`src/rtl/uart_tx_fifo.sv`:
```
// uart_tx_fifo: 8N1 UART transmitter fed from a small circular byte FIFO.
// Ports:
//   clk        - system clock, all logic on posedge
//   reset      - synchronous active-high reset; aborts any frame and flushes the FIFO
//   tx_data    - byte to queue, sampled when tx_valid && tx_ready
//   tx_valid   - producer has a byte
//   tx_ready   - FIFO has room (registered count below FIFO_DEPTH)
//   tx_serial  - registered UART line, idle high, LSB first
//   tx_busy    - high while a frame (start..stop) is on the line
//   fifo_count - bytes queued, excluding the byte in flight
module uart_tx_fifo #(
    parameter int CLKS_PER_BIT = 20,
    parameter int FIFO_DEPTH   = 4
) (
    input  logic                          clk,
    input  logic                          reset,
    input  logic [7:0]                    tx_data,
    input  logic                          tx_valid,
    output logic                          tx_ready,
    output logic                          tx_serial,
    output logic                          tx_busy,
    output logic [$clog2(FIFO_DEPTH):0]   fifo_count
);
    localparam int PW = $clog2(FIFO_DEPTH);
    localparam int CW = PW + 1;
    localparam int KW = $clog2(CLKS_PER_BIT);

    typedef enum logic [1:0] {IDLE, START, DATA, STOP} state_t;

    state_t          state_q, state_d;
    logic [7:0]      mem_q [FIFO_DEPTH];
    logic [PW-1:0]   rd_q, wr_q;
    logic [CW-1:0]   count_q, count_d;
    logic [KW-1:0]   clk_cnt_q, clk_cnt_d;
    logic [2:0]      bit_idx_q, bit_idx_d;
    logic [7:0]      shift_q, shift_d;
    logic            serial_q, serial_d;
    logic            busy_q, busy_d;
    logic            push, pop, bit_end;

    assign bit_end    = clk_cnt_q == KW'(CLKS_PER_BIT - 1);
    // Ready comes from the registered count, so a pop can never make room for a push while full.
    assign tx_ready   = count_q < CW'(FIFO_DEPTH);
    assign push       = tx_valid && tx_ready;
    // The FSM takes a byte from IDLE, or at the end of STOP so frames run back to back.
    assign pop        = (count_q != '0) && (state_q == IDLE || (state_q == STOP && bit_end));
    assign tx_serial  = serial_q;
    assign tx_busy    = busy_q;
    assign fifo_count = count_q;

    always_ff @(posedge clk) begin
        if (reset) state_q <= IDLE;
        else       state_q <= state_d;
    end

    always_comb begin
        state_d = state_q;
        case (state_q)
            IDLE:  if (count_q != '0) state_d = START;
            START: if (bit_end) state_d = DATA;
            DATA:  if (bit_end && bit_idx_q == 3'd7) state_d = STOP;
            STOP:  if (bit_end) state_d = (count_q != '0) ? START : IDLE;
        endcase
    end

    // Line level is computed from the next state so tx_serial falls on the same edge as the pop.
    always_comb begin
        serial_d = (state_d == START) ? 1'b0 : (state_d == DATA) ? shift_d[bit_idx_d] : 1'b1;
        busy_d   = state_d != IDLE;
    end

    always_comb begin
        count_d   = count_q + CW'(push) - CW'(pop);
        clk_cnt_d = (state_q == IDLE || bit_end) ? '0 : clk_cnt_q + KW'(1);
        bit_idx_d = (state_q != DATA) ? 3'd0 : bit_idx_q + 3'(bit_end);
        shift_d   = pop ? mem_q[rd_q] : shift_q;
    end

    always_ff @(posedge clk) begin
        if (reset) begin
            rd_q      <= '0;
            wr_q      <= '0;
            count_q   <= '0;
            clk_cnt_q <= '0;
            bit_idx_q <= '0;
            shift_q   <= '0;
            serial_q  <= 1'b1;
            busy_q    <= 1'b0;
        end else begin
            rd_q      <= rd_q + PW'(pop);
            wr_q      <= wr_q + PW'(push);
            count_q   <= count_d;
            clk_cnt_q <= clk_cnt_d;
            bit_idx_q <= bit_idx_d;
            shift_q   <= shift_d;
            serial_q  <= serial_d;
            busy_q    <= busy_d;
        end
    end

    always_ff @(posedge clk) begin
        if (push && !reset) mem_q[wr_q] <= tx_data;
    end
endmodule

```
`config.mk`:
```
export PLATFORM = sky130hd
export DESIGN_NAME = uart_tx_fifo
export DESIGN_NICKNAME = d
export VERILOG_FILES = /design/src/rtl/uart_tx_fifo.sv
export SDC_FILE = /design/constraint.sdc
export NUM_CORES = 1
export LEC_CHECK = 0
export CORE_MARGIN = 3
export CORE_UTILIZATION = 52
export DETAILED_ROUTE_END_ITERATION = 10
export GPL_TIMING_DRIVEN = 0
export PLACE_DENSITY = 0.72
export SYNTH_ARGS = -nofsm -noshare
export SYNTH_HDL_FRONTEND = slang
export SYNTH_SLANG_ARGS = --single-unit
```
`constraint.sdc`:
```
create_clock -name clk -period 2.3 [get_ports clk]
set_input_delay 0.46 -clock clk [delete_from_list [all_inputs] [get_ports clk]]
set_output_delay 0.46 -clock clk [all_outputs]
set_load 0.02 [all_outputs]
```
==> results.ini <==
[power_and_ir_drop]
static-leakage-power_nw = 1.05
power-per-cell-area_nw_per_um2 = 1160
ir_drop_mv = 0.600

[sta]
unrepaired_setup_endpoints_after_global_routing = true
final-setup-viol-count = 1
max_clock_freq_ghz = 0.434
final.period_utilization_pct = 100
final_critical_path_setup_slack_ns = -0.00241
pins_over_their_slew_limit = 0
final.min_clock_period_ns = 2.30
timing_worst_slew_pin_value_ns = 0.553
final_hold_viol_count = 0
finalClockSkew_ns = 0.00513
worst_slew_margin_rel_pct = 63.1

[critical_path]
worst-path-max-fanout = 2
critical_path_required_ns = 2.50
crit_arrival_ns = 2.50
worstSetupStartpoint = clk_cnt_q[0]
worst-path-stages = 10
r2r_startpoint = clk_cnt_q[0]
cell_with_the_biggest_individual_delay_on_the_critical_path = a2111oi_4
timing_worst_setup_path_type = reg2reg
regToRegEndpoint = fifo_count[2]
rr_worst_depth = 10
cpLargestDelayFamily = adder cells
critPathBufInv = 1
regToRegSetupSlack_ns = -0.002
cp-start-kind = flop
worstPathCellList = ha_4, nand4bb_4, a2111oi_4, buf_6, xnor2_2, ha_2, fa_2, xnor2_2, xnor2_1, nor2_1
critPathCaptureType = flop
cpPeakStageDelay_ns = 0.42
cp_common_cell = xnor2_2
cp-endpoint = fifo_count[2]

[finish]
layout-area-overhead-vs-synth_pct = 25.3
final_nets = 224
n_fill_cell = 302
layout-drive-gt1-share_pct = 28.2
fin_area_um2 = 3010
antenna-diode-count = 0
finalNonFillerCells = 265

[logic_synthesis]
synth_area_um2 = 2400
per_instance_average_area_after_synthesis_um2 = 14.1
yosysMostFrequentCell = edfxtp_1
ys_warn_count = 0
synth-seq-area-share_pct = 62.6
synth_top_cell_area_share_pct = 40.1
synth.area.top_cells = edfxtp_1, dfxtp_1, mux4_2
yosysUniqueCellTypes = 37
synth_async_sr_flop_share_pct = 0
cell_count_after_synthesis = 170
number_of_synthesized_flops_with_an_enable_pin = 32
netlist.top_cell.by_area = edfxtp_1
dominantRegCellSynth = edfxtp_1
net_count_of_the_mapped_netlist = 186
yosys-top-cells-count = edfxtp_1, dfxtp_1, nor2_1
ys_ff_latch = 59

[placed_design]
port_buffers = 15
placedInstanceArea_um2 = 2690
place_worst_setup_slack_ns = -0.227
placed_cells_incl_taps = 241
place_congestion = 0.860
dpl.hpwl_um = 2980

[clocking]
cts_made_buffers = 9
clk_root_buffer_cell = clkbuf_8
cts_htree_levels = 3
cts_num_sinks = 59
clock_tree.buffer_depth = 2
worstSkewPairLatency_ns = 0.33
cts_clk_pin_slew_worst_paths_ns = 0.07
cts_tree = built

[grt]
number_of_antenna_violations_at_the_first_check_in_global_routing = 0
global_route.overflow_total = 0
grt_start_max_net_pins = 12
number_of_global_route_vias_before_repair = 1537
global_route.usage.total_pct = 18.2
grt_first_pass_wirelength_um = 7110

[route]
via_count = 1440
drt-wirelength-per-cell_um = 16.0
route.detailed.vias_per_inst = 5.43
detail_route.first_pass.iterations = 4
detail_route.wirelength_um = 4240
dr.first_iter.drc_count = 68
post_route_drc = 0
ant_nets = 0

[floorplan]
start_util_pct = 54.3
die_w_um = 73.9
floorplan.io_pins = 17
floorplan.core_area_um2 = 4410
dieHeight_um = 73.9
floorplan.rows = 24
die-area_um2 = 5460

[worst_hold_path]
hold_path.class = in2reg
timing.hold.worst_path_depth = 2

[flow_run]
max_cap_violations = 0

[status]
violations = setup timing
status = finished with violations

## per-layer routing
metal | vias up | wire length [µm] | global-route usage [%]
met5 | - | 0 | 0
met4 | 0 | 92 | 8.45
met3 | 9 | 123 | 6.57
met2 | 26 | 2160 | 30.6
met1 | 707 | 1870 | 20.7
li1 | 698 | - | -
## registers in the layout (all words and copies together) (netlist names)
register,cells
wr_q,2
tx_serial,1
mem_q,32
state_q,2
tx_busy,1
bit_idx_q,3
shift_q,8
fifo_count,3
clk_cnt_q,5
rd_q,2
## logic make-up (layout without fill, tap and decap cells)
kind of cell	count (synthesis)	in the layout	synth area share, %
AND/OR/NAND/NOR	53	53	12.1
XOR/XNOR	11	11	4.02
flip-flops	59	59	62.6
multiplexers	20	20	12.5
AO/OA/AOI/OAI	9	9	3.44
buffers and inverters	13	56	2.45
adder cells (fa/ha/maj)	5	5	2.92
## how the worst min path moves through the flow
stage,startpoint,endpoint
2_1_floorplan,clk_cnt_q[0],clk_cnt_q[0]
3_3_place_gp,clk_cnt_q[0],clk_cnt_q[0]
3_5_place_dp,clk_cnt_q[0],clk_cnt_q[0]
4_1_cts,reset,fifo_count[0]
5_1_grt,shift_q[5],shift_q[5]
6_report,reset,fifo_count[0]
## what timing repair did
item,in CTS,in global routing
hold buffers,0,0
buffers inserted,6,2
pin swaps,4,1
resized for setup,1,8
setup endpoints to repair,2,3
## cell usage in the layout, fill, tap and decap left out, types with 2 or more instances in the layout
cell type	n
a21oi_1	2
buf_2	2
buf_4	11
buf_6	2
bufinv_16	2
clkbuf_1	3
clkbuf_8	9
clkdlybuf4s50_1	15
clkinvlp_4	2
dfxtp_1	24
dfxtp_2	3
edfxtp_1	32
ha_1	2
inv_1	6
mux2i_1	8
mux2i_2	4
mux4_2	8
nand2_1	7
nand3_1	2
nor2_1	24
nor2b_1	4
nor3_1	3
nor4b_2	2
xnor2_1	5
xnor2_2	2
xor2_1	4
## per-stage QoR
| step | util (%) | power (mW) | setup TNS, ns | hold WS [ns] |
|---|---|---|---|---|
| 6_report | 68.1 | 3.47 | -0.00241 | 0.499 |
| 2_1_floorplan | - | 2.04 | -0.0197 | 0.420 |
| 5_1_grt | 68.1 | 3.65 | -0.179 | 0.523 |
| 4_1_cts | 67.0 | 3.38 | -0.00930 | 0.478 |
| 3_3_place_gp | 59.8 | 2.24 | -21.64 | 0.430 |
| 3_5_place_dp | 61.0 | 2.32 | -0.348 | 0.450 |
## cell type report
cell class                      instances  area (µm²)  area share [%]
Clock inverter                          7        92.6            3.08
Tap cell                               52        65.1            2.16
Timing Repair Buffer                   27         244            8.12
Multi-Input combinational cell         98         916            30.5
Sequential cell                        59        1510            50.1
Inverter                                6        22.5           0.749
Buffer                                  7        36.3            1.21
Clock buffer                            9         124            4.12
## power by group
part | total, mW | internal (mW) | switching [mW]
logic | 1.12 | 0.594 | 0.523
registers | 1.35 | 1.26 | 0.0824
clock network | 1.01 | 0.605 | 0.403
total | 3.47 | 2.46 | 1.01
Note: power is estimated with default switching activity, not from simulation.
